[src/rtl/fetch_unit.sv]
// fetch_unit: instruction fetch front end with a small register-file code
// memory, a single output slot, branch redirects and a sticky alignment fault.
//
// Output handshake: inst_valid/inst/inst_pc form a valid/ready source. Once
// inst_valid is high the payload holds stable until an edge where inst_ready
// is also high (a handshake); the slot is free for a new fetch on any edge
// where inst_valid is low or a handshake happens.
module fetch_unit #(
  parameter int                 DATA_W   = 32,
  parameter int                 DEPTH    = 32,
  parameter int                 PC_W     = 32,
  parameter logic [PC_W-1:0]    RESET_PC = '0
) (
  input  logic                       clk,
  input  logic                       reset,
  input  logic                       run,
  input  logic                       prog_we,
  input  logic [$clog2(DEPTH)-1:0]   prog_addr,
  input  logic [DATA_W-1:0]          prog_data,
  input  logic                       redirect_valid,
  input  logic [PC_W-1:0]            redirect_target,
  input  logic                       inst_ready,
  output logic                       inst_valid,
  output logic [DATA_W-1:0]          inst,
  output logic [PC_W-1:0]            inst_pc,
  output logic                       fault,
  output logic [15:0]                fetch_count,
  output logic [1:0]                 state
);

  localparam int AW = $clog2(DEPTH);

  typedef enum logic [1:0] {
    S_HALT  = 2'd0,
    S_FETCH = 2'd1,
    S_FAULT = 2'd2
  } state_t;

  // Code memory: written synchronously, read combinationally, never reset.
  logic [DATA_W-1:0] r_mem [DEPTH];

  state_t            r_state;
  state_t            w_state_nxt;
  logic [PC_W-1:0]   r_pc;
  logic [PC_W-1:0]   w_pc_nxt;
  logic              r_valid;
  logic              w_valid_nxt;
  logic [DATA_W-1:0] r_inst;
  logic [DATA_W-1:0] w_inst_nxt;
  logic [PC_W-1:0]   r_inst_pc;
  logic [PC_W-1:0]   w_inst_pc_nxt;
  logic              r_fault;
  logic              w_fault_nxt;
  logic [15:0]       r_count;

  logic              w_handshake;
  logic              w_slot_free;
  logic              w_redir_ok;
  logic              w_redir_bad;
  logic [AW-1:0]     w_rd_idx;
  logic [DATA_W-1:0] w_rd_data;

  assign w_handshake = r_valid & inst_ready;
  assign w_slot_free = ~r_valid | inst_ready;
  assign w_redir_ok  = redirect_valid & (redirect_target[1:0] == 2'b00);
  assign w_redir_bad = redirect_valid & (redirect_target[1:0] != 2'b00);

  // Upper PC bits are ignored so fetch addresses wrap over the memory.
  assign w_rd_idx  = r_pc[AW+1:2];
  // Read sees the pre-write contents; a same-edge write shows up next cycle.
  assign w_rd_data = r_mem[w_rd_idx];

  // Code memory write port, honoured in every state including FAULT.
  always_ff @(posedge clk) begin
    if (prog_we) begin
      r_mem[prog_addr] <= prog_data;
    end
  end

  // Next-state and next-datapath decision for the fetch FSM.
  always_comb begin
    w_state_nxt   = r_state;
    w_pc_nxt      = r_pc;
    w_valid_nxt   = r_valid & ~w_handshake;
    w_inst_nxt    = r_inst;
    w_inst_pc_nxt = r_inst_pc;
    w_fault_nxt   = r_fault;

    unique case (r_state)
      S_HALT: begin
        if (w_redir_bad) begin
          w_state_nxt = S_FAULT;
          w_fault_nxt = 1'b1;
          w_valid_nxt = 1'b0;
        end else if (w_redir_ok) begin
          // Redirect while halted only moves the PC; stay halted.
          w_pc_nxt    = redirect_target;
          w_valid_nxt = 1'b0;
        end else if (run) begin
          // First fetch happens on the edge after entering FETCH.
          w_state_nxt = S_FETCH;
        end
      end

      S_FETCH: begin
        if (w_redir_bad) begin
          w_state_nxt = S_FAULT;
          w_fault_nxt = 1'b1;
          w_valid_nxt = 1'b0;
        end else if (w_redir_ok) begin
          // Flush the slot; the target is fetched one edge later.
          w_pc_nxt    = redirect_target;
          w_valid_nxt = 1'b0;
          if (!run) begin
            w_state_nxt = S_HALT;
          end
        end else if (!run) begin
          // Stop issuing; any pending instruction waits to be consumed.
          w_state_nxt = S_HALT;
        end else if (w_slot_free) begin
          w_valid_nxt   = 1'b1;
          w_inst_nxt    = w_rd_data;
          w_inst_pc_nxt = r_pc;
          w_pc_nxt      = r_pc + PC_W'(4);
        end
      end

      S_FAULT: begin
        // Terminal until reset: nothing is presented.
        w_valid_nxt = 1'b0;
      end

      default: begin
        w_state_nxt = S_HALT;
        w_valid_nxt = 1'b0;
      end
    endcase
  end

  // FSM state register.
  always_ff @(posedge clk or posedge reset) begin
    if (reset) begin
      r_state <= S_HALT;
    end else begin
      r_state <= w_state_nxt;
    end
  end

  // PC, output slot and sticky fault registers.
  always_ff @(posedge clk or posedge reset) begin
    if (reset) begin
      r_pc      <= RESET_PC;
      r_valid   <= 1'b0;
      r_inst    <= '0;
      r_inst_pc <= '0;
      r_fault   <= 1'b0;
    end else begin
      r_pc      <= w_pc_nxt;
      r_valid   <= w_valid_nxt;
      r_inst    <= w_inst_nxt;
      r_inst_pc <= w_inst_pc_nxt;
      r_fault   <= w_fault_nxt;
    end
  end

  // Completed-handshake counter, wraps at 16 bits; counts even when flushed.
  always_ff @(posedge clk or posedge reset) begin
    if (reset) begin
      r_count <= '0;
    end else if (w_handshake) begin
      r_count <= r_count + 16'd1;
    end
  end

  assign inst_valid  = r_valid;
  assign inst        = r_inst;
  assign inst_pc     = r_inst_pc;
  assign fault       = r_fault;
  assign fetch_count = r_count;
  assign state       = r_state;

endmodule
[config.mk]
export PLATFORM = sky130hd
export DESIGN_NAME = fetch_unit
export DESIGN_NICKNAME = d
export VERILOG_FILES = /design/src/rtl/fetch_unit.sv
export SDC_FILE = /design/constraint.sdc
export NUM_CORES = 1
export LEC_CHECK = 0
export BUFFER_PORTS_ARGS = -buffer_cell sky130_fd_sc_hd__buf_2
export CAP_MARGIN = 20
export CORE_ASPECT_RATIO = 0.9
export CORE_MARGIN = 1
export CORE_UTILIZATION = 45
export CTS_BUF_LIST = sky130_fd_sc_hd__clkbuf_4 sky130_fd_sc_hd__clkbuf_8 sky130_fd_sc_hd__clkbuf_16
export DETAILED_ROUTE_END_ITERATION = 8
export GPL_TIMING_DRIVEN = 0
export PLACE_DENSITY = 0.72
export REMOVE_ABC_BUFFERS = 1
export SKIP_CTS_REPAIR_TIMING = 1
export SYNTH_ARGS = -nofsm -noshare
export SYNTH_HDL_FRONTEND = slang
export SYNTH_SLANG_ARGS = --single-unit
[constraint.sdc]
create_clock -name clk -period 4.1 [get_ports clk]
set_clock_uncertainty 0.2 [all_clocks]
set_input_delay 0.205 -clock clk [delete_from_list [all_inputs] [get_ports clk]]
set_output_delay 0.205 -clock clk [all_outputs]
set_load 0.02 [all_outputs]
==> results of run 1 <==
cells in the final DEF (no fill, tap or decap), types with 8 or more instances in the layout:
| cell type | count |
|---|---|
| mux4_2 | 244 |
| o22ai_1 | 37 |
| edfxtp_1 | 1024 |
| dfrtp_1 | 113 |
| inv_1 | 57 |
| a31oi_1 | 8 |
| xnor2_1 | 12 |
| clkbuf_8 | 13 |
| clkinv_2 | 17 |
| clkbuf_16 | 109 |
| o21ai_0 | 22 |
| clkinv_1 | 14 |
| nand3_1 | 58 |
| mux2_2 | 62 |
| nor2b_1 | 8 |
| nand4_1 | 16 |
| a21oi_1 | 66 |
| nor2_4 | 34 |
| clkbuf_4 | 33 |
| nand2_1 | 173 |
| buf_2 | 158 |
| a222oi_1 | 29 |
| mux2i_1 | 30 |
| buf_16 | 29 |
| buf_12 | 29 |
| dlygate4sd3_1 | 70 |
| nor2_1 | 27 |
metal layers:
| layer | vias up | part of all wire | GRT usage |
|---|---|---|---|
| met5 | - | 0 | 0 |
| met4 | 0 | 0.031 | 0.0741 |
| met3 | 192 | 0.073 | 0.0361 |
| met2 | 1071 | 0.49 | 0.344 |
| met1 | 12100 | 0.40 | 0.281 |
| li1 | 9678 | - | - |
layout make-up:
| class | count | area, um2 |
|---|---|---|
| Antenna cell | 1 | 2.50 |
| Clock inverter | 46 | 424 |
| Sequential cell | 1140 | 33700 |
| Inverter | 58 | 223 |
| Fill cell | 7238 | 44800 |
| Multi-Input combinational cell | 920 | 9970 |
| Clock buffer | 155 | 3150 |
| Tap cell | 1265 | 1580 |
| Timing Repair Buffer | 293 | 2970 |
cell families (layout without fill, tap and decap cells):
logic type,Yosys count,after routing,share of synthesized area
other,0,1,0
AOI/OAI and AO/OA,203,203,0.0308
buffers and inverters,176,552,0.0173
DFF,1140,1140,0.763
muxes,336,336,0.147
and+or+nand+nor,364,364,0.0379
adders and majority gates,2,2,0.000567
xor gates and xnor gates,15,15,0.00298
sequential cells by signal (all words and copies together), names as in the netlist:
signal,cells
inst_valid,1
fault,1
inst,32
inst_pc,32
state,2
r_pc,32
fetch_count,16
r_mem,1024
per-stage QoR:
step / power (W) / instances / TNS [ps]
2_1_floorplan: 0.0136 / 2118 / -354360
3_3_place_gp: 0.0139 / 3541 / -1447600
3_5_place_dp: 0.0138 / 3605 / 0
4_1_cts: 0.0237 / 3806 / 0
5_1_grt: 0.0242 / 3878 / 0
6_report: 0.0236 / 3878 / 0
worst reg2reg max path: cells and delay by family, from the launching register on:
kind                   cells  cell delay (ps)
AND/OR/NAND/NOR            1              160
multiplexers               1              590
flip-flops                 1              730
AO/OA/AOI/OAI              1              550
buffers and inverters      4             1380
worst paths after layout:
kind / end / slack (ps)
setup / recovery: inst[16] / 350
hold / removal: inst[8] / 80
setup reg to reg: inst[16] / 350
hold reg to reg: inst_pc[14] / 270
max in group asynchronous: r_pc[4] / 2830
min in group clk: r_mem[19][16] / 190
where the power goes:
part	internal, W	total (W)	switching (W)
combinational	0.000333	0.000776	0.000443
sequential	0.0128	0.0129	0.0000622
clock	0.00574	0.00997	0.00424
total	0.0189	0.0236	0.00474
==> run_results.csv, run 1 <==
group,metric,value,unit
pwr,cellPowerDensity,454,nW/um2
sta,slew_violations,0,
sta,whs,83.1,ps
detailed_routing,routedWlPerCell,26.8,um
setup_path,crit_arrival,4090,ps
synth,async_flop_share,0.102,
sta,fmax,0.267,GHz
synth,yosys_warnings,0,
setup_path,crit_fanout,43,
detailed_routing,drt_iter0_drc,2396,
synth,netlist_top_cells_area,"edfxtp_1, mux4_2, dfrtp_1",
floorplan,die-area,99200,um2
placement,gp_congestion,0.834,
sta,setup_viol,0,
floorplan,die_w,332,um
synth,synth-seq-cells,1140,
placement,post-dp-hpwl,62200,um
clocking,cts_made_buffers,106,
synth,syn-instance-count,2236,
synth,synth.top_cell.area_share,0.697,
synth,synth-edff-count,1024,
grt,overflow,0,
setup_path,cp_top_family,"buffers and inverters",
grt,grt_start_max_net_pins,77,
sta,rsz0062_at_grt,"false",
detailed_routing,via_count,23000,
finish,fin_util,0.537,
pwr,p_leak,17.3,nW
floorplan,core_area,96800,um2
synth,synth.most_common_cell,"edfxtp_1",
setup_path,startpoint_type,"flop",
sta,min_period,3750,ps
floorplan,io_pins,159,
synth,yosysSeqAreaShare,0.763,
grt,grt_pass1_vias,23100,
setup_path,path_cells,"buf_16 > buf_16 > buf_16 > buf_16 > mux4_2 > a222oi_1 > nand3_1",
setup_path,end_kind,"flop",
clocking,insertion_delay,680,ps
synth,synth-main-ff-cell,"edfxtp_1",
setup_path,critPathLaunch,"r_pc[2]",
clocking,cts_root_buf,"clkbuf_16",
setup_path,rr_worst_depth,7,
setup_path,rr_startpoint,"r_pc[2]",
clocking,cts_tree,"done",
grt,grt_use_total,0.208,
setup_path,worstSetupPathDepth,7,
finish,nNetsFinal,2596,
floorplan,start_util,0.456,
setup_path,slowest_delay,730,ps
sta,finalWorstSetupSlack,352,ps
floorplan,die_h,299,um
clocking,h-tree-depth,3,
finish,stdcell_area,52000,um2
synth,syn-cell-area,44100,um2
finish,area_delta_synth_final,17.9,%
setup_path,crit_required,4450,ps
sta,hold_violations,0,
worst_hold_path,hold_class,"input port to async pin",
setup_path,slowest_stage,"dfrtp_4",
finish,drive_gt1_frac,0.293,
grt,antenna_found_initial,1,
floorplan,num_rows,108,
synth,ys_types,62,
clocking,clkSinkCount,1140,
setup_path,path_buf_inv,4,
synth,synth_common_cells,"edfxtp_1, mux4_2, nand2_1",
setup_path,critPathKind,"flop to flop",
status,status,"finished clean",
sta,worst_slew_pin_slew,1080,ps
synth,avgSynthCellArea,19.7,um2
setup_path,crit_top_cell,"buf_16",
flow_run,cap_violations,0,
detailed_routing,ant_nets,0,
detailed_routing,drc,0,
pwr,irDropWorstVdd,0.000378,V
grt,grt_pass1_wl,152000,um
sta,min_period_over_period,0.914,
synth,synth_top_cell_by_area,"edfxtp_1",
detailed_routing,firstDrtPassIters,6,
placement,place_area,47700,um2
sta,slew_headroom,0.277,
clocking,cts.path.max_buffers,3,
placement,dpl_worst_slack,187,ps
detailed_routing,wirelength,104000,um
detailed_routing,via_per_inst,5.94,
placement,io_buffers,158,
clocking,clk_pin_slew,70,ps
Note: power is estimated with default switching activity, not from simulation.
==> run 2: changes to the inputs <==
--- a/config.mk
+++ b/config.mk
@@ -7,3 +7,3 @@
 export LEC_CHECK = 0
-export BUFFER_PORTS_ARGS = -buffer_cell sky130_fd_sc_hd__buf_2
+export BUFFER_PORTS_ARGS = -buffer_cell sky130_fd_sc_hd__clkbuf_2
 export CAP_MARGIN = 20
@@ -17,2 +17,3 @@
 export REMOVE_ABC_BUFFERS = 1
+export SETUP_SLACK_MARGIN = 0.1
 export SKIP_CTS_REPAIR_TIMING = 1
==> constraint.sdc (replaced) <==
create_clock -name clk -period 4.1 [get_ports clk]
set_clock_uncertainty 0.2 [all_clocks]
set_input_delay 0.41 -clock clk [delete_from_list [all_inputs] [get_ports clk]]
set_output_delay 0.41 -clock clk [all_outputs]
set_load 0.02 [all_outputs]
==> run 2 against run 1 <==
Against the previous run:
- maximum frequency rose by 6.4%
- largest power group unchanged
- first-iteration DRC count grew 0.17%
- register-to-register slack improved by 230 ps
- the flow now finishes with violations (hold timing)
==> run_results.csv, run 2 (synthesis gave the netlist of run 1 again) <==
group,metric,value,unit
placement,io_buffers,158,
setup_path,reg2reg_slack,580,ps
finish,final_common_cell,"edfxtp_1",
detailed_routing,drt_iter0_drc,2400,
finish,drive_gt1_frac,0.296,
placement,post-dp-hpwl,63500,um
setup_path,crit_fanout,49,
grt,overflow,0,
placement,dpl_worst_slack,567,ps
setup_path,startpoint_type,"flop",
grt,grt_pass1_vias,23300,
clocking,cts_made_buffers,105,
floorplan,die_w,332,um
grt,grt_start_max_net_pins,63,
sta,fmax,0.284,GHz
detailed_routing,via_per_inst,5.97,
setup_path,critPathKind,"flop to flop",
floorplan,die_h,299,um
floorplan,num_rows,108,
sta,slew_headroom,0.264,
setup_path,crit_arrival,3870,ps
sta,min_period_over_period,0.859,
pwr,cellPowerDensity,453,nW/um2
sta,worst_slew_pin_slew,1100,ps
finish,nNetsFinal,2562,
grt,antenna_found_initial,1,
sta,min_period,3520,ps
clocking,h-tree-depth,3,
worst_hold_path,hold_depth,4,
setup_path,rr_worst_depth,7,
worst_hold_path,hold_class,"input port to flop",
finish,diodes,0,
detailed_routing,routedWlPerCell,26.9,um
detailed_routing,drc,0,
clocking,cts_root_buf,"clkbuf_16",
finish,largest-register,"r_mem",
detailed_routing,firstDrtPassIters,6,
sta,rsz0062_at_grt,"false",
finish,area_delta_synth_final,17.3,%
floorplan,start_util,0.456,
placement,placed_cells,3609,
sta,finalWorstSetupSlack,578,ps
floorplan,io_pins,159,
floorplan,die-area,99200,um2
detailed_routing,ant_nets,0,
flow_run,cap_violations,0,
finish,fin_util,0.535,
finish,largest_reg_flops,1024,
pwr,irDropWorstVdd,0.000438,V
clocking,cts.path.max_buffers,3,
grt,grt_use_total,0.208,
sta,setup_viol,0,
grt,grt_pass1_wl,152000,um
sta,hold_violations,1,
setup_path,crit_required,4450,ps
status,violations,"hold timing",
sta,whs,-6.97,ps
finish,layout.cells.non_filler,3840,
clocking,cts_tree,"done",
clocking,clkSinkCount,1140,
detailed_routing,via_count,22900,
status,status,"complete, but fails checks",
setup_path,end_kind,"flop",
floorplan,core_area,96800,um2
sta,slew_violations,0,
detailed_routing,wirelength,103000,um
clocking,insertion_delay,680,ps
placement,gp_congestion,0.832,
clocking,clk_pin_slew,70,ps
pwr,p_leak,17.2,nW
finish,final_cell_mix,"edfxtp_1, mux4_2, nand2_1, clkbuf_2, dfrtp_1",
-- run 2: per-stage QoR --
stage | total power [W] | TNS [ps] | area (um2)
after floorplan | 0.0136 | -354360 | 43500
after global placement | 0.0139 | -1709830 | 45900
after detailed placement | 0.0138 | 0 | 47900
after CTS | 0.0236 | 0 | 51400
after global routing | 0.0241 | 0 | 51700
final | 0.0234 | 0 | 51700
-- run 2: final timing paths --
check                                     from              end
max                                    r_pc[3]         inst[16]
min                        redirect_target[16]         r_pc[16]
max reg2reg                            r_pc[3]         inst[16]
min reg2reg                    fetch_count[15]  fetch_count[15]
max in group asynchronous                reset          r_pc[4]
min in group asynchronous                reset         inst[10]
-- run 2: critical path, cell delays in order (launching register included) --
cell      delay, ps
dfrtp_4         720
buf_16          320
buf_16          290
buf_16          320
mux4_2          560
mux2_2          290
a222oi_1        440
nand3_1         130
-- run 2: cell type report --
cell class | count | area (um2)
multi-input cells | 920 | 9970
flip-flops and latches | 1140 | 33700
clock buffers | 147 | 3050
fillers | 7194 | 45000
well taps | 1265 | 1580
repair buffers | 260 | 2760
clock inverters | 50 | 479
inverters | 58 | 223
-- run 2: layer usage --
metal	track usage	wire, um
met1	0.282	41100
met2	0.341	50800
met3	0.0393	8430
met4	0.0694	3020
met5	0	0
-- run 2: where the power goes --
part / internal [W] / leakage, nW / switching, W
clock: 0.00560 / 1.77 / 0.00423
combinational: 0.000313 / 4.56 / 0.000433
sequential: 0.0128 / 10.8 / 0.0000654
total: 0.0187 / 17.2 / 0.00473
==> run 3: changes to the inputs <==
Settings changed: CORE_MARGIN 1 to 1.5, CORE_UTILIZATION 45 to 61, PLACE_DENSITY 0.72 to 0.9.
==> run 3 against run 2 <==
Against the previous run:
- the run now ends clean
- first-iteration DRC count rose by 58%
- critical endpoint is now inst[11]
- final area fell by 0.43%
- global-route usage is 13 points higher
- via count increased by 10%
- routed wire length up 21%
- worst hold slack better by 8.3 ps
- maximum frequency fell by 5.1%
- highest routed layer is now met5
- largest power group unchanged
==> run_results.csv, run 3 (synthesis gave the netlist of run 1 again) <==
group,metric,value,unit
pwr,p_sw_frac,0.207,
clocking,clk_pin_slew,60,ps
floorplan,die_h,258,um
setup_path,rr_startpoint,"r_pc[2]",
floorplan,num_rows,93,
setup_path,crit_top_cell,"buf_16",
setup_path,end_kind,"flop",
worst_hold_path,hold_class,"input port to flop",
finish,nNetsFinal,2568,
setup_path,crit_required,4440,ps
sta,setup_viol,0,
pwr,p_leak,17.2,nW
setup_path,crit_arrival,4050,ps
sta,hold_violations,0,
sta,slew_headroom,0.254,
detailed_routing,via_count,25300,
setup_path,crit_fanout,47,
detailed_routing,routedWlPerCell,35.4,um
finish,largest_reg_flops,1024,
floorplan,die_w,286,um
setup_path,slowest_stage,"dfrtp_4",
setup_path,path_buf_inv,3,
worst_hold_path,worstHoldStart,"redirect_target[4]",
grt,antenna_found_initial,2,
setup_path,worstSetupPathDepth,6,
placement,post-dp-hpwl,69600,um
flow_run,cap_violations,0,
placement,gp_congestion,0.840,
sta,finalSetupTns,0,ps
pwr,switchingPower,0.00495,W
worst_hold_path,hold_depth,4,
setup_path,reg2reg_slack,390,ps
setup_path,startpoint_type,"flop",
floorplan,start_util,0.616,
detailed_routing,ant_nets,0,
sta,min_period_over_period,0.905,
pwr,cellPowerDensity,464,nW/um2
floorplan,io_pins,159,
clocking,cts_made_buffers,105,
clocking,insertion_delay,680,ps
setup_path,rr_worst_depth,6,
setup_path,slowest_delay,930,ps
setup_path,critPathKind,"flop to flop",
finish,area_delta_synth_final,16.8,%
finish,layout.cells.non_filler,3529,
grt,overflow,0,
grt,grt_pass1_wl,177000,um
clocking,h-tree-depth,3,
finish,final_common_cell,"edfxtp_1",
setup_path,r2r_end,"inst[11]",
detailed_routing,via_per_inst,7.17,
pwr,irDropWorstVdd,0.000494,V
finish,num-fill-cells,3786,
pwr,finalPower,0.0239,W
setup_path,path_cells,"buf_16 > buf_16 > buf_16 > mux4_2 > a222oi_1 > nand3_1",
sta,slew_violations,0,
status,status,"finished clean",
clocking,cts.path.max_buffers,3,
sta,worst_slew_pin_slew,1120,ps
sta,rsz0062_at_grt,"false",
floorplan,die-area,73900,um2
floorplan,core_area,71600,um2
pwr,combPwrFrac,0.033,
setup_path,cp_top_family,"buffers and inverters",
detailed_routing,firstDrtPassIters,6,
placement,placed_cells,3299,
sta,whs,1.32,ps
grt,grt_start_max_net_pins,96,
clocking,cts_tree,"done",
grt,grt_pass1_vias,25500,
sta,min_period,3710,ps
finish,drive_gt1_frac,0.296,
detailed_routing,wirelength,125000,um
worst_hold_path,hold-path-endpoint,"r_pc[4]",
detailed_routing,drt_iter0_drc,3803,
pwr,pwr-share-clk,0.427,
finish,largest-register,"r_mem",
placement,io_buffers,158,
clocking,clkSinkCount,1140,
pwr,p_seq_frac,0.540,
clocking,cts_root_buf,"clkbuf_16",
finish,final_cell_mix,"edfxtp_1, mux4_2, nand2_1, clkbuf_2, dfrtp_1",
pwr,p_int,0.0190,W
grt,grt_use_total,0.340,
detailed_routing,drc,0,
sta,fmax,0.269,GHz
## run 3: how the worst max path moves through the flow
stage                       start       end
after detailed placement  r_pc[2]  inst[11]
after CTS                 r_pc[2]  inst[11]
after floorplan           r_pc[2]  r_pc[14]
after global routing      r_pc[2]  inst[11]
after global placement    r_pc[3]  inst[16]
final                     r_pc[2]  inst[11]
## run 3: worst reg2reg max path, cell delays in order, from the launching register on
cell and delay [ps]:
dfrtp_4 930, buf_16 380, buf_16 380, buf_16 380
mux4_2 610, a222oi_1 480, nand3_1 220
## run 3: routing by layer
metal | GRT usage | up-vias | share of wire
met3 | 0.0803 | 480 | 0.12
met1 | 0.422 | 12800 | 0.32
li1 | - | 9596 | -
met2 | 0.570 | 2408 | 0.50
met4 | 0.165 | 4 | 0.054
met5 | 0 | - | 0.00029
## run 3: layout make-up
class / count / area (um2) / share of cell area
sequential: 1140 / 33700 / 0.654
multi-input combinational: 920 / 9970 / 0.193
clock buffer: 139 / 2970 / 0.0577
timing repair buffer: 266 / 2830 / 0.0550
tap: 950 / 1190 / 0.0231
clock inverter: 55 / 658 / 0.0128
inverter: 58 / 223 / 0.00432
antenna: 1 / 2.50 / 0.0000486
## run 3: stage by stage
step	util	setup WS, ps	instance area, um2
floorplan	-	-6130	43500
global placement	0.636	-10160	45500
detailed placement	0.664	500	47500
CTS	0.715	324	51200
global route	0.720	194	51500
finish	0.720	389	51500
## run 3: power groups by stage
stage	Clock, W	Sequential (W)	Combinational [W]
after floorplan	0	0.0131	0.000427
after global placement	0	0.0132	0.000703
after detailed placement	0	0.0131	0.000729
after CTS	0.0102	0.0129	0.000757
after global routing	0.0106	0.0129	0.000829
final	0.0102	0.0129	0.000793
